==> src/rtl/alu_arbiter.sv <==
// Two-requester front end for one shared ALU: it arbitrates, registers the
// operands, captures the ALU result and returns it to the requester that owns it.
module alu_arbiter #(
  parameter int OP_MAX     = 16,
  parameter bit PRIO_FIXED = 1'b0
) (
  input  logic        clk,
  input  logic        rst_n,
  input  logic        s0_valid,
  output logic        s0_ready,
  input  logic [31:0] s0_a,
  input  logic [31:0] s0_b,
  input  logic [4:0]  s0_op,
  input  logic        s1_valid,
  output logic        s1_ready,
  input  logic [31:0] s1_a,
  input  logic [31:0] s1_b,
  input  logic [4:0]  s1_op,
  output logic        r0_valid,
  input  logic        r0_ready,
  output logic        r1_valid,
  input  logic        r1_ready,
  output logic [31:0] r_out,
  output logic        r_zero,
  output logic        r_sml,
  output logic        r_ovf,
  output logic        r_err,
  output logic [31:0] alu_a,
  output logic [31:0] alu_b,
  output logic [4:0]  alu_op,
  input  logic [31:0] alu_out,
  input  logic        alu_zero,
  input  logic        alu_sml,
  input  logic        alu_ovf,
  output logic        busy
);

  typedef enum logic [1:0] {IDLE, EXEC, RESP} state_t;

  localparam logic [31:0] op_max_w = OP_MAX;

  state_t      state, state_next;
  logic        owner;
  logic        last_grant;
  logic        pend_err;
  logic        grant0, grant1, accept;
  logic [31:0] sel_a, sel_b;
  logic [4:0]  sel_op;
  logic        sel_illegal;
  logic        resp_done;

  // Ready is also gated by rst_n so nothing is offered while reset is held
  assign grant0 = rst_n && (state == IDLE) && s0_valid &&
                  (!s1_valid || PRIO_FIXED || last_grant);
  assign grant1 = rst_n && (state == IDLE) && s1_valid && !grant0;
  assign accept = grant0 || grant1;

  assign sel_a       = grant1 ? s1_a  : s0_a;
  assign sel_b       = grant1 ? s1_b  : s0_b;
  assign sel_op      = grant1 ? s1_op : s0_op;
  assign sel_illegal = {27'd0, sel_op} > op_max_w;

  assign resp_done = (state == RESP) && (owner ? r1_ready : r0_ready);

  assign r0_valid = (state == RESP) && !owner;
  assign r1_valid = (state == RESP) && owner;
  assign busy     = (state != IDLE);

  always_comb begin
    state_next = state;
    s0_ready   = 1'b0;
    s1_ready   = 1'b0;
    case (state)
      IDLE: begin
        s0_ready = grant0;
        s1_ready = grant1;
        if (accept) state_next = EXEC;
      end
      EXEC:    state_next = RESP;
      RESP:    if (resp_done) state_next = IDLE;
      default: state_next = IDLE;
    endcase
  end

  always_ff @(posedge clk or negedge rst_n) begin
    if (!rst_n) begin
      state      <= IDLE;
      owner      <= 1'b0;
      last_grant <= 1'b1;
      pend_err   <= 1'b0;
      alu_a      <= '0;
      alu_b      <= '0;
      alu_op     <= '0;
      r_out      <= '0;
      r_zero     <= 1'b0;
      r_sml      <= 1'b0;
      r_ovf      <= 1'b0;
      r_err      <= 1'b0;
    end else begin
      state <= state_next;
      if (accept) begin
        owner      <= grant1;
        last_grant <= grant1;
        pend_err   <= sel_illegal;
        alu_a      <= sel_a;
        alu_b      <= sel_b;
        alu_op     <= sel_illegal ? 5'd0 : sel_op;
      end
      // Illegal opcodes still take a full slot but report a fixed error result
      if (state == EXEC) begin
        if (pend_err) begin
          r_out  <= '0;
          r_zero <= 1'b1;
          r_sml  <= 1'b0;
          r_ovf  <= 1'b0;
          r_err  <= 1'b1;
        end else begin
          r_out  <= alu_out;
          r_zero <= alu_zero;
          r_sml  <= alu_sml;
          r_ovf  <= alu_ovf;
          r_err  <= 1'b0;
        end
      end
    end
  end

endmodule

==> config.mk <==
export PLATFORM = sky130hd
export DESIGN_NAME = alu_arbiter
export DESIGN_NICKNAME = d
export VERILOG_FILES = /design/src/rtl/alu_arbiter.sv
export SDC_FILE = /design/constraint.sdc
export NUM_CORES = 1
export LEC_CHECK = 0
export BUFFER_PORTS_ARGS = -buffer_cell sky130_fd_sc_hd__buf_4
export CORE_ASPECT_RATIO = 1.5
export CORE_MARGIN = 5
export CORE_UTILIZATION = 45
export CTS_BUF_LIST = sky130_fd_sc_hd__clkbuf_16
export DETAILED_ROUTE_END_ITERATION = 10
export PLACE_DENSITY = 0.86
export SYNTH_ARGS = -nofsm -noshare
export SYNTH_HDL_FRONTEND = slang
export SYNTH_SLANG_ARGS = --single-unit
==> constraint.sdc <==
create_clock -name clk -period 3.2 [get_ports clk]
set_clock_uncertainty 0.05 [all_clocks]
set_input_delay 0.64 -clock clk [delete_from_list [all_inputs] [get_ports clk]]
set_output_delay 0.64 -clock clk [all_outputs]
set_load 0.005 [all_outputs]
==> results list, run 1 <==
- The flow ran to the end, and the final reports show no timing, DRC or antenna violations.
- Derived from the worst setup path, the maximum achievable clock frequency is about 400 MHz.
- The first global-routing pass estimated 24,600 um of wire.
* Effective utilization at floorplan: between 40% and 50%
- Setup_tns: 0 ns
- Clock transition at the registers of the reported paths: around 0.070 ns
- The die covers between 0.01 and 0.015 mm2.
- In the final routed layout, each cell accounts on average for ~20 um.
- Measured along the x axis, the die boundary spans roughly 95 um.
- Filler cell count: 803
- CTS Buffer Depth: 2
* Total clock sinks: 110
- A synthesized cell averages 11.3 um2.
- Final net count: 877
* Syn Std Cell Area: between 0.004 and 0.005 mm2
* Maximum number of pins on one net before global-route repair: ~70
- Data arrival time at the worst-slack endpoint: around 2.7 ns
* Seq cells post-synth: 110
- P per Cell Area: between 700 and 800 mW/mm2
- Worst Path Required: about 3.4 ns
* Reported leakage power: roughly 3.9 nW
- DRC violations left: 0
- Critical path endpoint category: flop
- For this design the top-level I/O count stands at approximately 290.
- Clock tree synthesis inserted a total of 9 buffers.
* Overall routed net length: between 15,000 and 20,000 um
* List of cells traversed by the critical path: nor3b_4, buf_4, nand2_4, o41ai_1
- The first detailed-routing pass ran for 5 iterations.
- The worst setup path is of the flop to flop kind.
- Part of the Yosys area used for sequential elements: a little under three fifths
* Antenna violations before repair: 1
- Maximum VDD drop: ~0.00035 V
- Setup repair after global routing left no endpoint under its margin.
- Total placed instance area: about 0.0071 mm2
* Distinct cell type count of the synthesized netlist: 34
- For this run, the number of Yosys warnings is 0.
* Ratio of final minimum period to clock period: between 70% and 80%
- Relative to the synthesized area, the layout overhead comes to 51.1%.
- Overall fraction of global-route tracks in use: about 25%
- Number of flops mapped to enable cells by yosys: 0
* Worst Max-Slew Pin Slew: 0.947 ns
- After detailed routing, the number of vias per cell comes to around 5.5.
- CTS tree: done
- Max-slew violations: 0
- The routed design could run at a clock period as short as between 2 and 3 ns.
* Count of hold buffers inserted by post-cts repair: 0
* Resize count post-CTS: 0
* Delay contributed by the slowest stage of the critical path: between 0.5 and 0.6 ns
* Startpoint class of the critical path: flop
* DRT antenna net count: 0
* # Max-Cap Violations: 0
- The congestion estimate from routability-driven global placement came to just over 0.9.
- Share of synthesized registers carrying an async set or reset: 100%
* Global route overflow: 0
* Setup violators final: 0
* Post-CTS Repair Setup Buffers: 0
* Cell at the root of the clock tree: sky130_fd_sc_hd__clkbuf_16
- Clock latency on the worst-skew pair, taken at its later pin, is ~0.34 ns.
- In this run the worst path has a maximum fanout of 70.
* Iteration-0 DRC Markers: between 200 and 250
- Fraction of layout instances using a drive strength above 1: between 40% and 50%
- In the synthesized netlist, the number of instances is ~430.
- Number of global-route vias before repair: 4,885
* Number of failing hold endpoints at the final stage: 0
* Y dimension of the die: around 140 um
* Most used flip-flop cell after synthesis: sky130_fd_sc_hd__dfrtp_1
* Core outline area: ~0.011 mm2
- The worst pin sits at a relative slew slack of roughly 37%.
- Once detailed placement completed, the half-perimeter wirelength came to approximately 13,000 um.
- Via count: 4,701
- The clock tree synthesis step divided the H-tree into 3 levels.
* IO buf count: between 200 and 300
* Path class of the lowest-slack min-delay path: primary input to async pin
- Max stage delay cell, worst path: sky130_fd_sc_hd__nand2_4
* Final cell area excluding filler cells: approximately 0.0074 mm2
- When the netlist entered floorplanning its net count stood at between 600 and 700.
* Count of standard-cell rows: 46
[kinds of logic (layout without fill, tap and decap cells)]
kind of cell,after synthesis,count (layout),synth area share (%)
AND/OR/NAND/NOR,156,156,18.9
AO/OA/AOI/OAI,118,118,19.5
flip-flops,110,110,56.3
buffers and inverters,44,313,3.99
multiplexers,6,6,1.28
other,0,1,0
[per-layer routing]
layer | global-route usage [%] | wire length [um] | vias up
met5 | 0 | 0 | -
met4 | 12.2 | 616 | 0
met3 | 6.83 | 1680 | 40
met2 | 41.4 | 8300 | 259
met1 | 28.5 | 6080 | 2248
li1 | - | - | 2154
[power breakdown]
part           leakage (nW)  switching (mW)  internal (mW)  total [mW]
clock network         0.125           0.494          0.528        1.02
registers              1.39           0.481           2.01        2.49
logic                  2.37           0.964           1.43        2.39
[final cells by class]
| type | count | area (um2) | share of cell area [%] |
|---|---|---|---|
| timing repair buffer | 294 | 2220 | 30.0 |
| multi-input combinational | 280 | 1960 | 26.4 |
| antenna | 1 | 2.50 | 0.0338 |
| tap | 144 | 180 | 2.44 |
| clock inverter | 7 | 48.8 | 0.660 |
| sequential | 110 | 2750 | 37.2 |
| clock buffer | 9 | 225 | 3.04 |
| inverter | 3 | 11.3 | 0.152 |
[registers in the layout, indices dropped and copies added (netlist names)]
name and count:
pend_err 1, alu_op 5, r_out 32, state 2
last_grant 1, r_sml 1, r_zero 1, alu_b 32
r_ovf 1, r_err 1, alu_a 32, owner 1
[cell usage after synthesis (2+ instances only)]
cell | number | area (um2)
sky130_fd_sc_hd__buf_6 | 2 | 22.5
sky130_fd_sc_hd__clkbuf_1 | 29 | 109
sky130_fd_sc_hd__o21ai_0 | 40 | 200
sky130_fd_sc_hd__inv_1 | 3 | 11.3
sky130_fd_sc_hd__or2_2 | 2 | 12.5
sky130_fd_sc_hd__nor2_1 | 5 | 18.8
sky130_fd_sc_hd__a221o_1 | 64 | 641
sky130_fd_sc_hd__dfrtp_1 | 109 | 2730
sky130_fd_sc_hd__mux2i_1 | 4 | 40.0
sky130_fd_sc_hd__a21o_1 | 2 | 15.0
sky130_fd_sc_hd__mux2_2 | 2 | 22.5
sky130_fd_sc_hd__nand2_1 | 36 | 135
sky130_fd_sc_hd__nor4_1 | 2 | 12.5
sky130_fd_sc_hd__nor4bb_1 | 4 | 40.0
sky130_fd_sc_hd__and3_1 | 65 | 407
sky130_fd_sc_hd__o41ai_1 | 4 | 35.0
sky130_fd_sc_hd__buf_2 | 9 | 45.0
sky130_fd_sc_hd__nand2b_1 | 36 | 225
[worst max-delay path, delay by kind of cell, from the launching register on]
kind	cells	cell delay, ns
compound gates	1	0.53
buf+inv	1	0.51
flops	1	0.49
simple gates	2	0.79
[cell usage in the layout (no fill, tap or decap), drive strengths merged]
cell      instances
nand2            37
o21ai            40
o31a              1
or2b              1
nor4bb            4
nand2b           36
nor3b             1
a211oi            1
dfrtp           109
o41ai             4
a21bo             1
a21oi             1
or2               2
clkinvlp          3
dfstp             1
or3b              1
diode             1
nor2              5
mux2i             4
inv               4
o211ai            1
a21boi            1
and3             65
clkbuf            9
nor4b             1
buf             294
mux2              2
a31oi             1
nand4             1
nor4              2
o2bb2ai           1
a221o            64
a21o              2
clkinv            3
[final timing paths]
| kind | startpoint | endpoint | slack (ns) | cells past startpoint |
|---|---|---|---|---|
| setup / recovery | state[0]$_DFFE_PN0P_ | alu_op[3]$_DFFE_PN0P_ | 0.70 | 4 |
| hold / removal | rst_n | state[0]$_DFFE_PN0P_ | 0.33 | 2 |
| setup reg to reg | state[0]$_DFFE_PN0P_ | alu_op[3]$_DFFE_PN0P_ | 0.70 | 4 |
| hold reg to reg | r_out[1]$_DFFE_PN0N_ | r_out[1]$_DFFE_PN0N_ | 0.44 | 2 |
| max in group asynchronous | rst_n | r_out[30]$_DFFE_PN0N_ | 2.07 | 2 |
| min in group clk | r_out[1]$_DFFE_PN0N_ | r_out[1]$_DFFE_PN0N_ | 0.44 | 2 |
[through the flow]
stage	std cells	total power, mW	utilization [%]	hold WS, ns	worst slack (ns)
final	848	5.90	69.8	0.334	0.697
after global routing	848	6.26	69.8	0.399	0.469
after CTS	847	5.95	69.8	0.349	0.677
after detailed placement	831	4.92	67.2	0.422	0.477
after global placement	831	4.82	67.2	0.415	0.628
after floorplan	434	3.44	-	0.294	1.21
Power figures use the tool's default switching activity.
==> inputs of run 2 (changes only) <==
- ABC_AREA: default -> 1
- CORE_UTILIZATION: 45 -> 39
- PLACE_DENSITY: 0.86 -> 0.81
- clock period: 3.2 -> 2.2 ns (I/O delays scaled with it)
==> results list, run 2 <==
* Run status: complete, no violations (unchanged)
* Cell at the root of the clock tree: sky130_fd_sc_hd__clkbuf_16 (unchanged)
- Worst Path Required: 1.71 ns (was 3.36 ns)
* Effective utilization at floorplan: 39.5% (was 46.2%)
- The final number of hold-violating endpoints was 0 (unchanged).
- Delay contributed by the slowest stage of the critical path: 0.53 ns (was 0.55 ns)
- The number of nets in the layout came to 970 (was 877).
- The cell at the slowest stage of the critical path was sky130_fd_sc_hd__dfstp_2 (was sky130_fd_sc_hd__nand2_4).
- The total number of placement rows is 49 (was 46).
- Part of the Yosys area used for sequential elements: 58.4% (was 56.3%)
- The mean instance size in the synthesized netlist came to 9.18 um2 (was 11.3 um2).
- The setup slack on the worst flop-to-flop path is 0.29 ns (was 0.70 ns).
* Synthesized instance count: 514 (was 434)
* Die span in x: 99.8 um (was 95.2 um)
* Antenna violations before repair: 0 (was 1)
- Origin of the critical flop-to-flop path: last_grant$_DFFE_PN1P_ (was state[0]$_DFFE_PN0P_)
- Based on the critical path, the design can be clocked at up to 514 MHz.
- The met3 layer usage reported by global route was 6.09% (was 6.83%).
- Top post-synthesis cells by area: sky130_fd_sc_hd__dfrtp_1 58%, sky130_fd_sc_hd__nand3_1 14%, sky130_fd_sc_hd__nand2_1 13% (was sky130_fd_sc_hd__dfrtp_1 56%, sky130_fd_sc_hd__a221o_1 13%, sky130_fd_sc_hd__and3_1 8.3%)
- Distinct cell type count of the synthesized netlist: 17 (was 34)
- Setup repair after global routing missed its margin: no (unchanged)
* Most used flip-flop cell after synthesis: sky130_fd_sc_hd__dfrtp_1 (unchanged)
* Ratio of final minimum period to clock period: between 80% and 90%
- Overall fraction of global-route tracks in use: 21.7% (was 24.6%)
- Resize count post-CTS: 0 (unchanged)
- Worst Max-Slew Pin Slew: 0.683 ns (was 0.947 ns)
* Mapped Nets: 693 (was 613)
- Placed cell count: 932 (was 831)
- Number of global-route vias before repair: 4,845 (was 4,885)
- Max-slew headroom at the worst pin: 54.5% (was 36.9%)
- The largest fanout of any net on the critical path came to 6 (was 70).
- Most frequent cells after synthesis: 164 x sky130_fd_sc_hd__nand2_1, 134 x sky130_fd_sc_hd__nand3_1, 109 x sky130_fd_sc_hd__dfrtp_1, 34 x sky130_fd_sc_hd__a22o_1, 17 x sky130_fd_sc_hd__buf_2 (was 109 x sky130_fd_sc_hd__dfrtp_1, 65 x sky130_fd_sc_hd__and3_1, 64 x sky130_fd_sc_hd__a221o_1, 40 x sky130_fd_sc_hd__o21ai_0)
* Final standard cell utilization of the core: 61.1% (was 69.8%)
* Maximum number of pins on one net before global-route repair: 54 (was 71)
* Post-DP HPWL: 11,900 um (was 12,700 um)
* DR vias/cell: 5.11 (was 5.54)
- The most instantiated library cell after synthesis is sky130_fd_sc_hd__nand2_1 (was sky130_fd_sc_hd__dfrtp_1).
- The number of flops mapped to enable cells by yosys was 0 (unchanged).
- Clock transition at the registers of the reported paths: 0.08 ns (was 0.07 ns)
* Number of H-tree branching levels: 3 (unchanged)
* Area used by sequential logic in the layout: 0.00275 mm2 (unchanged)
- The max capacitance violation total came to 0 (unchanged).
- Setup_tns: 0 ns (unchanged)
* Filler cell count: 1,054 (was 803)
- The filler-free cell count of the finished design came to 949 (was 848).
- The total vias in the final route came to 4,850 (was 4,701).
* CTS Buffer Depth: 2 (unchanged)
- The cell area after layout is 0.00731 mm2 (was 0.00740 mm2).
- Multi-input gate area: 0.00173 mm2 (was 0.00196 mm2)
- Relative area change from synthesis to final layout: 54.9% (was 51.1%)
- Startpoint class of the critical path: flop (unchanged)
- Overall routed net length: 16,100 um (was 16,700 um)
- CTS tree: done (unchanged)
- The critical path class is flop to primary output (was flop to flop).
- The number of primary I/O pins was 289 (unchanged).
- The die area was 0.0144 mm2 (was 0.0131 mm2).
- The number of buffers inserted during clock tree synthesis was 9 (unchanged).
- The final count of pins violating max slew was 0 (unchanged).
- The total setup violations reported at the end of the flow is 0 (unchanged).
- The fraction of synthesized cell area taken by the top area cell type was 57.8% (was 55.7%).
* Most used routing layer: met2 (unchanged)
- Critical path endpoint category: primary output (was flop)
- The cell taking the most area after synthesis is sky130_fd_sc_hd__dfrtp_1 (unchanged).
* DRC violations left: 0 (unchanged)
- Path class of the lowest-slack min-delay path: primary input to async pin (unchanged)
* Reported leakage power: 3.87 nW (was 3.89 nW)
- Biggest regs: alu_a x32, alu_b x32, r_out x32 (unchanged).
- Maximum VDD drop: 0.000587 V (was 0.000349 V)
- Y dimension of the die: 145 um (was 138 um)
- The global-route wire length before repair came to 24,600 um (about the same).
- The count of clock tree sinks came to 110 (unchanged).
- The antenna diode count is 0 (was 1).
- The number of detailed-routing iterations run before antenna repair is 5 (unchanged).
* Total placed instance area: 0.00699 mm2 (was 0.00712 mm2)
- List of cells traversed by the critical path: inv_1, nand2_1, nand2_2, nor2_2, buf_4 (was nor3b_4, buf_4, nand2_4, o41ai_1).
- Syn Std Cell Area: 0.00472 mm2 (was 0.00489 mm2)
* Core outline area: 0.0120 mm2 (was 0.0106 mm2)
- The number of DRC markers in iteration 0 came to 196 (was 223).
- Path depth of the worst reg2reg path: 9 (was 4)
* IO buf count: 288 (unchanged)
- Fraction of met2 tracks used by global routing: 38.0% (was 41.4%)
* Average detailed-routed wire length per instance: 17.0 um (was 19.7 um)
- The total global routing overflow was 0 (unchanged).
* P per Cell Area: 1230 mW/mm2 (was 798 mW/mm2)
- The most common library cell in the layout ignoring fill and taps was sky130_fd_sc_hd__buf_4 (unchanged).
- Share of synthesized registers carrying an async set or reset: 100% (unchanged)
- Leading cell types in the layout, fill and taps excluded: 298 x sky130_fd_sc_hd__buf_4, 164 x sky130_fd_sc_hd__nand2_1, 134 x sky130_fd_sc_hd__nand3_1 (was 293 x sky130_fd_sc_hd__buf_4, 109 x sky130_fd_sc_hd__dfrtp_1, 64 x sky130_fd_sc_hd__and3_1, 64 x sky130_fd_sc_hd__a221o_1, 40 x sky130_fd_sc_hd__o21ai_0)
* Post-route minimum period: roughly 1.9 ns
- Synthesis Warnings: 0 (unchanged)
- The insertion delay to the later sink of the worst-skew pair was 0.34 ns (about the same).
- Fraction of layout instances using a drive strength above 1: 41.3% (was 45.7%)
- Fraction of met1 tracks used by global routing: 25.4% (was 28.5%)
- DRT antenna net count: 0 (unchanged)
- The flop and latch count out of synthesis is 110 (unchanged).
* GP Congestion: 0.868 (was 0.914)
* Data arrival time at the worst-slack endpoint: 1.46 ns (was 2.67 ns)
- Reg-to-reg endpoint: alu_op[4]$_DFFE_PN0P_ (was alu_op[3]$_DFFE_PN0P_)
==> run 2: cell count changes after synthesis, moves of 6 or more <==
cell	change
sky130_fd_sc_hd__nand3_1	+134
sky130_fd_sc_hd__nand2_1	+128
sky130_fd_sc_hd__and3_1	-65
sky130_fd_sc_hd__a221o_1	-64
sky130_fd_sc_hd__o21ai_0	-39
sky130_fd_sc_hd__nand2b_1	-36
sky130_fd_sc_hd__a22o_1	+34
sky130_fd_sc_hd__clkbuf_1	-22
sky130_fd_sc_hd__buf_4	+10
sky130_fd_sc_hd__buf_2	+8
sky130_fd_sc_hd__a21oi_1	+6
==> run 2: where the power goes <==
group          switching (mW)  internal [mW]  leakage, nW  total (mW)
clock                   0.784          0.905        0.152        1.69
sequential              0.573           2.97         1.36        3.55
combinational            1.69           2.06         2.36        3.76
total                    3.05           5.94         3.87        8.99
==> run 2: per-stage QoR <==
stage | power [mW] | setup WS (ns) | hold WS (ns)
after detailed placement | 7.38 | 0.263 | 0.225
after global routing | 9.61 | 0.0917 | 0.240
after global placement | 7.27 | 0.290 | 0.221
final | 8.99 | 0.255 | 0.207
after CTS | 9.10 | 0.241 | 0.231
after floorplan | 5.11 | 0.683 | 0.0944
==> run 2: cell families after synthesis <==
logic type	share of synthesized area, %
AO/OA/AOI/OAI	7.16
buffers and inverters	5.07
flip-flops	58.4
AND/OR/NAND/NOR	29.4
==> run 2: worst max-delay path by stage <==
stage,startpoint,endpoint,slack [ns],cells past startpoint
global route,last_grant$_DFFE_PN1P_,alu_op[4]$_DFFE_PN0P_,0.09,9
CTS,last_grant$_DFFE_PN1P_,s0_ready,0.24,5
global placement,s1_valid,alu_op[4]$_DFFE_PN0P_,0.29,9
detailed placement,s1_valid,alu_op[4]$_DFFE_PN0P_,0.26,9
floorplan,last_grant$_DFFE_PN1P_,alu_a[0]$_DFFE_PN0P_,0.68,9
finish,last_grant$_DFFE_PN1P_,s0_ready,0.25,5
==> run 2: area by class of cell <==
cell class | count | area share, %
timing repair buffer | 301 | 31.3
tap | 153 | 2.62
sequential | 110 | 37.7
clock buffer | 9 | 3.08
clock inverter | 7 | 1.11
multi-input combinational | 357 | 23.6
inverter | 12 | 0.616
==> run 2: timing repair <==
item | 4_1_cts | 5_1_grt
buffers inserted | 0 | 0
hold endpoints to repair | 6 | 0
setup endpoints to repair | 0 | 0
hold buffers | 1 | 0
==> run 2: metal layers <==
layer / part of all wire, % / vias up / routed length, um
met3: 9.4 / 38 / 1510
met1: 36 / 2278 / 5810
met2: 51 / 252 / 8240
met4: 3.4 / 0 / 549
li1: - / 2282 / -
met5: 0 / - / 0
==> run 2: worst max-delay path: cells and delay by family (launching register included) <==
kind	cells	cell delay, ns
flip-flops	1	0.53
AND/OR/NAND/NOR	3	0.39
buffers and inverters	2	0.20
